## src/rtl/mem_access_stage_if.sv

```systemverilog
// Data-memory request/acknowledge port used by the MEM stage.
// The master drives the request fields; the slave returns read data and ack.
interface mem_access_stage_if;
  logic        req;
  logic        we;
  logic [31:0] addr;
  logic [31:0] wdata;
  logic [3:0]  wstrb;
  logic [31:0] rdata;
  logic        ack;

  modport master (output req, we, addr, wdata, wstrb, input rdata, ack);
  modport slave  (input req, we, addr, wdata, wstrb, output rdata, ack);
endinterface

```

## src/rtl/mem_access_stage.sv

```systemverilog
// MEM pipeline stage: issues data-memory loads/stores over a req/ack port,
// stalls upstream while an access is outstanding and registers MEM/WB fields.
module mem_access_stage #(
  parameter int XLEN = 32
) (
  input  logic              clk,
  input  logic              rst,
  input  logic [31:0]       inst_in,
  input  logic [XLEN-1:0]   pc_in,
  input  logic [XLEN-1:0]   alu_in,
  input  logic [XLEN-1:0]   rs2_in,
  input  logic              memread_in,
  input  logic              memwrite_in,
  input  logic [1:0]        wbselect_in,
  input  logic              regwrite_in,
  input  logic [4:0]        dst_in,
  mem_access_stage_if.master dmem,
  output logic              stall,
  output logic [31:0]       inst_out,
  output logic [XLEN-1:0]   pc_out,
  output logic [XLEN-1:0]   alu_out,
  output logic [XLEN-1:0]   mem_data_out,
  output logic [1:0]        wbselect_out,
  output logic              regwrite_out,
  output logic [4:0]        dst_out,
  output logic              misalign_out
);

  typedef enum logic {IDLE, ACCESS} state_t;

  state_t state, state_next;

  logic [2:0]      funct3;
  logic            memop;
  logic            is_store;
  logic            illegal;
  logic            in_access;
  logic [XLEN-1:0] store_data;
  logic [3:0]      store_strb;
  logic [7:0]      byte_sel;
  logic [15:0]     half_sel;
  logic [XLEN-1:0] load_data;

  logic [31:0]     inst_next;
  logic [XLEN-1:0] pc_next;
  logic [XLEN-1:0] alu_next;
  logic [XLEN-1:0] data_next;
  logic [1:0]      wbselect_next;
  logic            regwrite_next;
  logic [4:0]      dst_next;
  logic            misalign_next;

  assign funct3    = inst_in[14:12];
  assign memop     = memread_in | memwrite_in;
  // A request with both read and write set is treated as a load.
  assign is_store  = memwrite_in & ~memread_in;
  assign in_access = (state == ACCESS);

  assign illegal = (funct3 == 3'b011) || (funct3 == 3'b110) || (funct3 == 3'b111)
                || ((funct3[1:0] == 2'b10) && (alu_in[1:0] != 2'b00))
                || ((funct3[1:0] == 2'b01) && alu_in[0]);

  always_comb begin
    store_data = rs2_in;
    store_strb = 4'b1111;
    case (funct3[1:0])
      2'b00: begin
        store_data = {4{rs2_in[7:0]}};
        store_strb = 4'b0001 << alu_in[1:0];
      end
      2'b01: begin
        store_data = {2{rs2_in[15:0]}};
        store_strb = 4'b0011 << alu_in[1:0];
      end
      default: ;
    endcase
  end

  always_comb begin
    byte_sel = dmem.rdata[7:0];
    case (alu_in[1:0])
      2'b01:   byte_sel = dmem.rdata[15:8];
      2'b10:   byte_sel = dmem.rdata[23:16];
      2'b11:   byte_sel = dmem.rdata[31:24];
      default: byte_sel = dmem.rdata[7:0];
    endcase
    half_sel = alu_in[1] ? dmem.rdata[31:16] : dmem.rdata[15:0];
    case (funct3)
      3'b000:  load_data = {{(XLEN-8){byte_sel[7]}}, byte_sel};
      3'b100:  load_data = {{(XLEN-8){1'b0}}, byte_sel};
      3'b001:  load_data = {{(XLEN-16){half_sel[15]}}, half_sel};
      3'b101:  load_data = {{(XLEN-16){1'b0}}, half_sel};
      default: load_data = dmem.rdata;
    endcase
  end

  assign dmem.req   = in_access;
  assign dmem.we    = in_access & is_store;
  assign dmem.addr  = {alu_in[XLEN-1:2], 2'b00};
  assign dmem.wdata = store_data;
  assign dmem.wstrb = (in_access && is_store) ? store_strb : 4'b0000;

  always_ff @(posedge clk or posedge rst) begin
    if (rst) state <= IDLE;
    else     state <= state_next;
  end

  // Defaults describe a bubble into MEM/WB; only real completions override them.
  always_comb begin
    state_next    = state;
    stall         = 1'b0;
    inst_next     = '0;
    pc_next       = '0;
    alu_next      = '0;
    data_next     = '0;
    wbselect_next = '0;
    regwrite_next = 1'b0;
    dst_next      = '0;
    misalign_next = 1'b0;
    unique case (state)
      IDLE: begin
        if (memop && !illegal) begin
          stall      = 1'b1;
          state_next = ACCESS;
        end else begin
          inst_next     = inst_in;
          pc_next       = pc_in;
          alu_next      = alu_in;
          wbselect_next = wbselect_in;
          dst_next      = dst_in;
          misalign_next = memop;
          regwrite_next = regwrite_in & ~memop;
        end
      end
      ACCESS: begin
        stall = ~dmem.ack;
        if (dmem.ack) begin
          state_next    = IDLE;
          inst_next     = inst_in;
          pc_next       = pc_in;
          alu_next      = alu_in;
          wbselect_next = wbselect_in;
          dst_next      = dst_in;
          regwrite_next = regwrite_in;
          data_next     = is_store ? '0 : load_data;
        end
      end
      default: state_next = IDLE;
    endcase
    // Upstream must never be frozen while the stage itself is held in reset.
    if (rst) stall = 1'b0;
  end

  always_ff @(posedge clk or posedge rst) begin
    if (rst) begin
      inst_out     <= '0;
      pc_out       <= '0;
      alu_out      <= '0;
      mem_data_out <= '0;
      wbselect_out <= '0;
      regwrite_out <= 1'b0;
      dst_out      <= '0;
      misalign_out <= 1'b0;
    end else begin
      inst_out     <= inst_next;
      pc_out       <= pc_next;
      alu_out      <= alu_next;
      mem_data_out <= data_next;
      wbselect_out <= wbselect_next;
      regwrite_out <= regwrite_next;
      dst_out      <= dst_next;
      misalign_out <= misalign_next;
    end
  end

endmodule

```

## src/flat_wrapper.sv

```systemverilog
// flat-port wrapper written by rule: the top's interface ports become plain ports
module mem_access_stage_flat 
#(
  parameter int XLEN = 32
)
  (clk, rst, inst_in, pc_in, alu_in, rs2_in, memread_in, memwrite_in, wbselect_in, regwrite_in, dst_in, stall, inst_out, pc_out, alu_out, mem_data_out, wbselect_out, regwrite_out, dst_out, misalign_out, dmem_req, dmem_we, dmem_addr, dmem_wdata, dmem_wstrb, dmem_rdata, dmem_ack);
  mem_access_stage_if dmem_i ();
  input  logic clk;
  input  logic rst;
  input  logic [31:0] inst_in;
  input  logic [XLEN-1:0] pc_in;
  input  logic [XLEN-1:0] alu_in;
  input  logic [XLEN-1:0] rs2_in;
  input  logic memread_in;
  input  logic memwrite_in;
  input  logic [1:0] wbselect_in;
  input  logic regwrite_in;
  input  logic [4:0] dst_in;
  output logic stall;
  output logic [31:0] inst_out;
  output logic [XLEN-1:0] pc_out;
  output logic [XLEN-1:0] alu_out;
  output logic [XLEN-1:0] mem_data_out;
  output logic [1:0] wbselect_out;
  output logic regwrite_out;
  output logic [4:0] dst_out;
  output logic misalign_out;
  output wire logic [$bits(dmem_i.req)-1:0] dmem_req;
  output wire logic [$bits(dmem_i.we)-1:0] dmem_we;
  output wire logic [$bits(dmem_i.addr)-1:0] dmem_addr;
  output wire logic [$bits(dmem_i.wdata)-1:0] dmem_wdata;
  output wire logic [$bits(dmem_i.wstrb)-1:0] dmem_wstrb;
  input wire logic [$bits(dmem_i.rdata)-1:0] dmem_rdata;
  input wire logic [$bits(dmem_i.ack)-1:0] dmem_ack;
  assign dmem_req = dmem_i.req;
  assign dmem_we = dmem_i.we;
  assign dmem_addr = dmem_i.addr;
  assign dmem_wdata = dmem_i.wdata;
  assign dmem_wstrb = dmem_i.wstrb;
  assign dmem_i.rdata = dmem_rdata;
  assign dmem_i.ack = dmem_ack;
  mem_access_stage #(.XLEN(XLEN)) u_core (.clk(clk), .rst(rst), .inst_in(inst_in), .pc_in(pc_in), .alu_in(alu_in), .rs2_in(rs2_in), .memread_in(memread_in), .memwrite_in(memwrite_in), .wbselect_in(wbselect_in), .regwrite_in(regwrite_in), .dst_in(dst_in), .dmem(dmem_i), .stall(stall), .inst_out(inst_out), .pc_out(pc_out), .alu_out(alu_out), .mem_data_out(mem_data_out), .wbselect_out(wbselect_out), .regwrite_out(regwrite_out), .dst_out(dst_out), .misalign_out(misalign_out));
endmodule
```

## config.mk

```make
export PLATFORM = sky130hd
export DESIGN_NAME = mem_access_stage_flat
export DESIGN_NICKNAME = d
export VERILOG_FILES = /design/src/rtl/mem_access_stage_if.sv /design/src/rtl/mem_access_stage.sv /design/src/flat_wrapper.sv
export SDC_FILE = /design/constraint.sdc
export NUM_CORES = 1
export LEC_CHECK = 0
export CORE_AREA = 5 5 146 148
export CTS_BUF_LIST = sky130_fd_sc_hd__clkbuf_4
export DETAILED_ROUTE_END_ITERATION = 10
export DIE_AREA = 0 0 151 153
export PLACE_DENSITY_LB_ADDON = 0.15
export SYNTH_ARGS = -nofsm -noshare
export SYNTH_HDL_FRONTEND = slang
export SYNTH_SLANG_ARGS = --single-unit
```

## constraint.sdc

```tcl
create_clock -name clk -period 6.6 [get_ports clk]
set_input_delay 1.32 -clock clk [delete_from_list [all_inputs] [get_ports clk]]
set_output_delay 1.32 -clock clk [all_outputs]
set_load 0.02 [all_outputs]
```

# After elaboration in Yosys (flattened, before gate mapping)

Index checks and enable logic that the tools add are counted.

Register bits after elaboration: 138
Output and inout port bits: 208
Logic and storage cells: 76

Eq/ne operators: 11
Shift operators: 2
Multiplexer cells: 34
Bitwise operators: 8
Reduce and logical (&&, ||, !) cells: 12

Operators with widths:

| cell                  | count |
|---|---|
| $mux W32              | 9 |
| $pmux W32 S2          | 4 |
| $pmux W32 S4          | 1 |
| $pmux W8 S3           | 1 |
| $mux W16              | 1 |
| $eq A3 B3 Y1 const B  | 4 |
| $mux W5               | 2 |
| $pmux W5 S2           | 1 |
| $pmux W4 S2           | 1 |
| $mux W1               | 7 |
| $eq A2 B2 Y1 const B  | 3 |
| $pmux W1 S2           | 3 |
| $eq A2 B1 Y1 const B  | 2 |
| $logic_and A1 B1 Y1   | 4 |
| $logic_or A1 B1 Y1    | 4 |
| $mux W2               | 2 |
| $mux W4               | 1 |
| $not A1 Y1            | 4 |
| $pmux W2 S2           | 1 |
| $shl A1 B2 Y4 const A | 1 |
| $shl A2 B2 Y4 const A | 1 |
| $and A1 B1 Y1         | 3 |
| $eq A3 B1 Y1 const B  | 1 |
| $eq A3 B2 Y1 const B  | 1 |
| other kinds (5)       | 5 |

# Depth between registers and ports, before layout

Depth after elaboration: 10
Depth in mapped cells: 6

# Worst setup path before layout

OpenSTA, ideal clock, no wires.

Path kind: input to output
Start: input inst_in[13]
End: output dmem_wstrb[0]
Arrival time: 2.413 ns
Setup slack: 2.867 ns
Stages: 5
Buffers on the path: 3
Cells stage by stage: buf_4 -> clkbuf_1 -> clkbuf_1 -> nor2_1 -> nor2_1

Longest elaborated chain between the ends: 3

Ends and longest elaborated chain:

| what                                                    | line                    | text |
|---|---|---|
| from (decl)                                             | flat_wrapper.sv:10      | `input logic [31:0] inst_in;` |
| $eq A2 B1 Y1 / $logic_not A2 Y1 (equally long branches) | mem_access_stage.sv:66  | `case (funct3[1:0])` |
| $pmux W4 S2 *                                           | mem_access_stage.sv:66  |  |
| $mux W4 *                                               | mem_access_stage.sv:101 | `assign dmem.wstrb = (in_access && is_store) ? store_strb : 4'b0000;` |
| to (decl)                                               | flat_wrapper.sv:32      | `output wire logic [$bits(dmem_i.wstrb)-1:0] dmem_wstrb;` |

Mark *: on every way between the ends. The rest lies on a longest branch, timed or not.

# Final worst setup path

Start: input inst_in[13]
End: output dmem_wstrb[1]

Same word-level chain as after synthesis.

==> impl_metrics.ini <==
[yosys]
yosysTopAreaCell = dfrtp_1
seq_area_frac_synth = 0.603
yosys_register_bits = 138
synth_common_cells = dfrtp_1 (138), and2_1 (105), buf_4 (43)
syn_inst = 472
synth-main-ff-cell = dfrtp_1
yosys_warnings = 0
avgSynthCellArea_sq_um = 12.1
synth_area_sq_um = 5730
async_reset_ff_frac = 1.00
ys_types = 42
yosysMostFrequentCell = dfrtp_1
synthTopCellsByArea = dfrtp_1 (60%), and2_1 (11%), buf_4 (5.6%)
synth_top_area_frac = 0.603
synth_edf_count = 0

[timing]
finalCritPeriodShare = 0.783
maxSlewViolCount = 0
setup_viol = 0
whs_ns = 0.806
tns_ns = 0
timing.final.ws_setup_ns = 1.43
finalWorstPathRequiredPeriod_ns = 5.17
fmax_mhz = 194
rsz0062_at_grt = no
worstMarginPinSlew_ns = 1.01
fin_skew_ns = 0.0178
relSlewSlack = 0.325
finalHoldViolations = 0

[setup_path]
cp-start-kind = input port
crit_type = input port to output pin
max_stage_delay_ns = 0.84
crit_slowest_cell = clkinv_1
crit_arrival_ns = 3.85
critPathMaxFanout = 43
path_cells = buf_2, clkinv_1, a21oi_1, clkdlybuf4s50_1
required_ns = 5.28
end_kind = output pin

[drt]
route.detailed.drc = 0
wl_per_cell_microns = 19.0
viasPerCell = 4.34
ant_nets = 0
route.vias.total = 4716
totalWireLength_microns = 20600
drt-initial-drc-count = 178
dr.pass1.iters = 5

[layout]
fin_area_sq_um = 9710
nNetsFinal = 977
fill_cells = 1801
postLayoutCoreUtil = 0.488
multi_input_area_sq_um = 1780
regArea_sq_um = 3450
drive_above_1_share = 0.0908
areaGrowthSynthToFinish_pct = 69.6

[die]
rows = 52
core_sq_um = 19900
dieWidth_microns = 151
io_pins = 381
start_util = 0.288
dieHeight_microns = 153
die-area_sq_um = 23100

[placement]
place_area_sq_um = 9430
globalplace.congestion = 0.885
port_buffers = 378
pre_cts_ws_ns = 1.47
hpwl_microns = 16400

[power]
power_frac_clock = 0.259
power.share.switching = 0.302
vdd_drop_max_uv = 124
combPwrFrac = 0.304
pwr_density_cell_nw_per_um2 = 223
pwr-share-seq = 0.437
p_switching_mw = 0.654
leakagePower_nw = 4.10
p_int_mw = 1.51

[clock_tree]
cts.sinks = 138
cts_max_level = 4
cts_buffer_depth = 2
cts.clk_slew.worst_paths_ns = 0.11
clk_root_buffer_cell = clkbuf_4
cts_resized = 0
holdBufCountCts = 0
insertion_delay_ns = 0.53
post_cts_buffers = 0
cts_tree = built
cts_made_buffers = 17

[global_routing]
grt_use_met2 = 0.319
grt_antenna_before_repair = 1
grt-busiest-layer = met2
grt_util_all_layers = 0.172
grt_overflow_total = 0
grt_start_max_net_pins = 105
grt_use_met3 = 0.0779
grt_pass1_vias = 5225
grt_first_pass_wirelength_microns = 30000
use_met1 = 0.167

[job]
maxCapViolations = 0

[outcome]
status = complete, no violations

[hold_path]
hold_class = flip-flop to flip-flop
==> flip-flops by register name, indices dropped and copies added, names as in the netlist <==
register             count
u_core.mem_data_out     32
u_core.dmem.req          1
u_core.regwrite_out      1
u_core.misalign_out      1
u_core.wbselect_out      2
u_core.inst_out         32
u_core.pc_out           32
u_core.dst_out           5
u_core.alu_out          32
==> cell usage in the layout (no fill, tap or decap), types with 3 or more instances in the layout <==
cell,Yosys,layout
clkdlybuf4s50_1,0,377
dfrtp_1,138,138
and2_1,105,105
mux2_2,23,23
o21ai_0,17,17
clkbuf_4,0,17
mux2i_1,15,15
inv_1,14,13
nor2_1,13,13
nor3_1,10,10
nand2_1,9,9
o221a_2,8,8
a211oi_1,7,7
nand3_1,7,7
o22ai_1,7,7
a21oi_1,4,4
clkinv_1,1,3
bufinv_16,0,3
clkinv_2,0,3
buf_4,43,3
==> critical path, delay by kind of cell <==
kind	cells	cell delay, ns
AO/OA/AOI/OAI	1	0.40
buffers and inverters	3	2.12
==> per-stage QoR <==
stage / total power [mW] / instances
global route: 2.28 / 1086
CTS: 2.21 / 1085
global placement: 1.63 / 1055
detailed placement: 1.64 / 1055
finish: 2.17 / 1086
floorplan: 1.27 / 473
==> metal layers <==
metal  wire length (microns)  vias up  share of wire
met1                    6790     2271           0.33
met5                       0        -              0
li1                        -     2170              -
met3                    2430       19           0.12
met4                     403        0          0.020
met2                   11000      256           0.53
==> path summary, 6_finish.rpt <==
| kind | slack (ns) | startpoint | depth (start not counted) | end |
|---|---|---|---|---|
| max reg2reg | 4.55 | u_core.dmem.req$_DFF_PP0_ | 3 | u_core.mem_data_out[7]$_DFF_PP0_ |
| min | 0.81 | u_core.dmem.req$_DFF_PP0_ | 2 | u_core.misalign_out$_DFF_PP0_ |
| max in group asynchronous | 4.12 | rst | 3 | u_core.mem_data_out[13]$_DFF_PP0_ |
| min reg2reg | 0.81 | u_core.dmem.req$_DFF_PP0_ | 2 | u_core.misalign_out$_DFF_PP0_ |
| min in group asynchronous | 1.32 | rst | 2 | u_core.alu_out[29]$_DFF_PP0_ |
| max | 1.43 | inst_in[13] | 4 | dmem_wstrb[1] |
==> kinds of logic after synthesis <==
kind of cell,count (synthesis),synth area share
other,1,0.000655
buffers and inverters,84,0.0893
DFF,138,0.603
muxes,40,0.0767
AOI/OAI and AO/OA,55,0.0747
and+or+nand+nor,154,0.156
==> area by class of cell <==
| class | instances | area share |
|---|---|---|
| antenna | 1 | 0.000258 |
| inverter | 15 | 0.00631 |
| sequential | 138 | 0.355 |
| multi-input combinational | 251 | 0.183 |
| tap | 270 | 0.0348 |
| timing repair buffer | 381 | 0.391 |
| clock inverter | 13 | 0.0158 |
| clock buffer | 17 | 0.0131 |
==> power groups by stage <==
stage | Sequential [mW] | Combinational, mW | Clock [mW]
floorplan | 1.07 | 0.201 | 0
CTS | 0.949 | 0.672 | 0.589
global route | 0.956 | 0.699 | 0.625
finish | 0.948 | 0.659 | 0.562
global placement | 0.964 | 0.662 | 0
detailed placement | 0.967 | 0.668 | 0
Power figures use the tool's default switching activity.
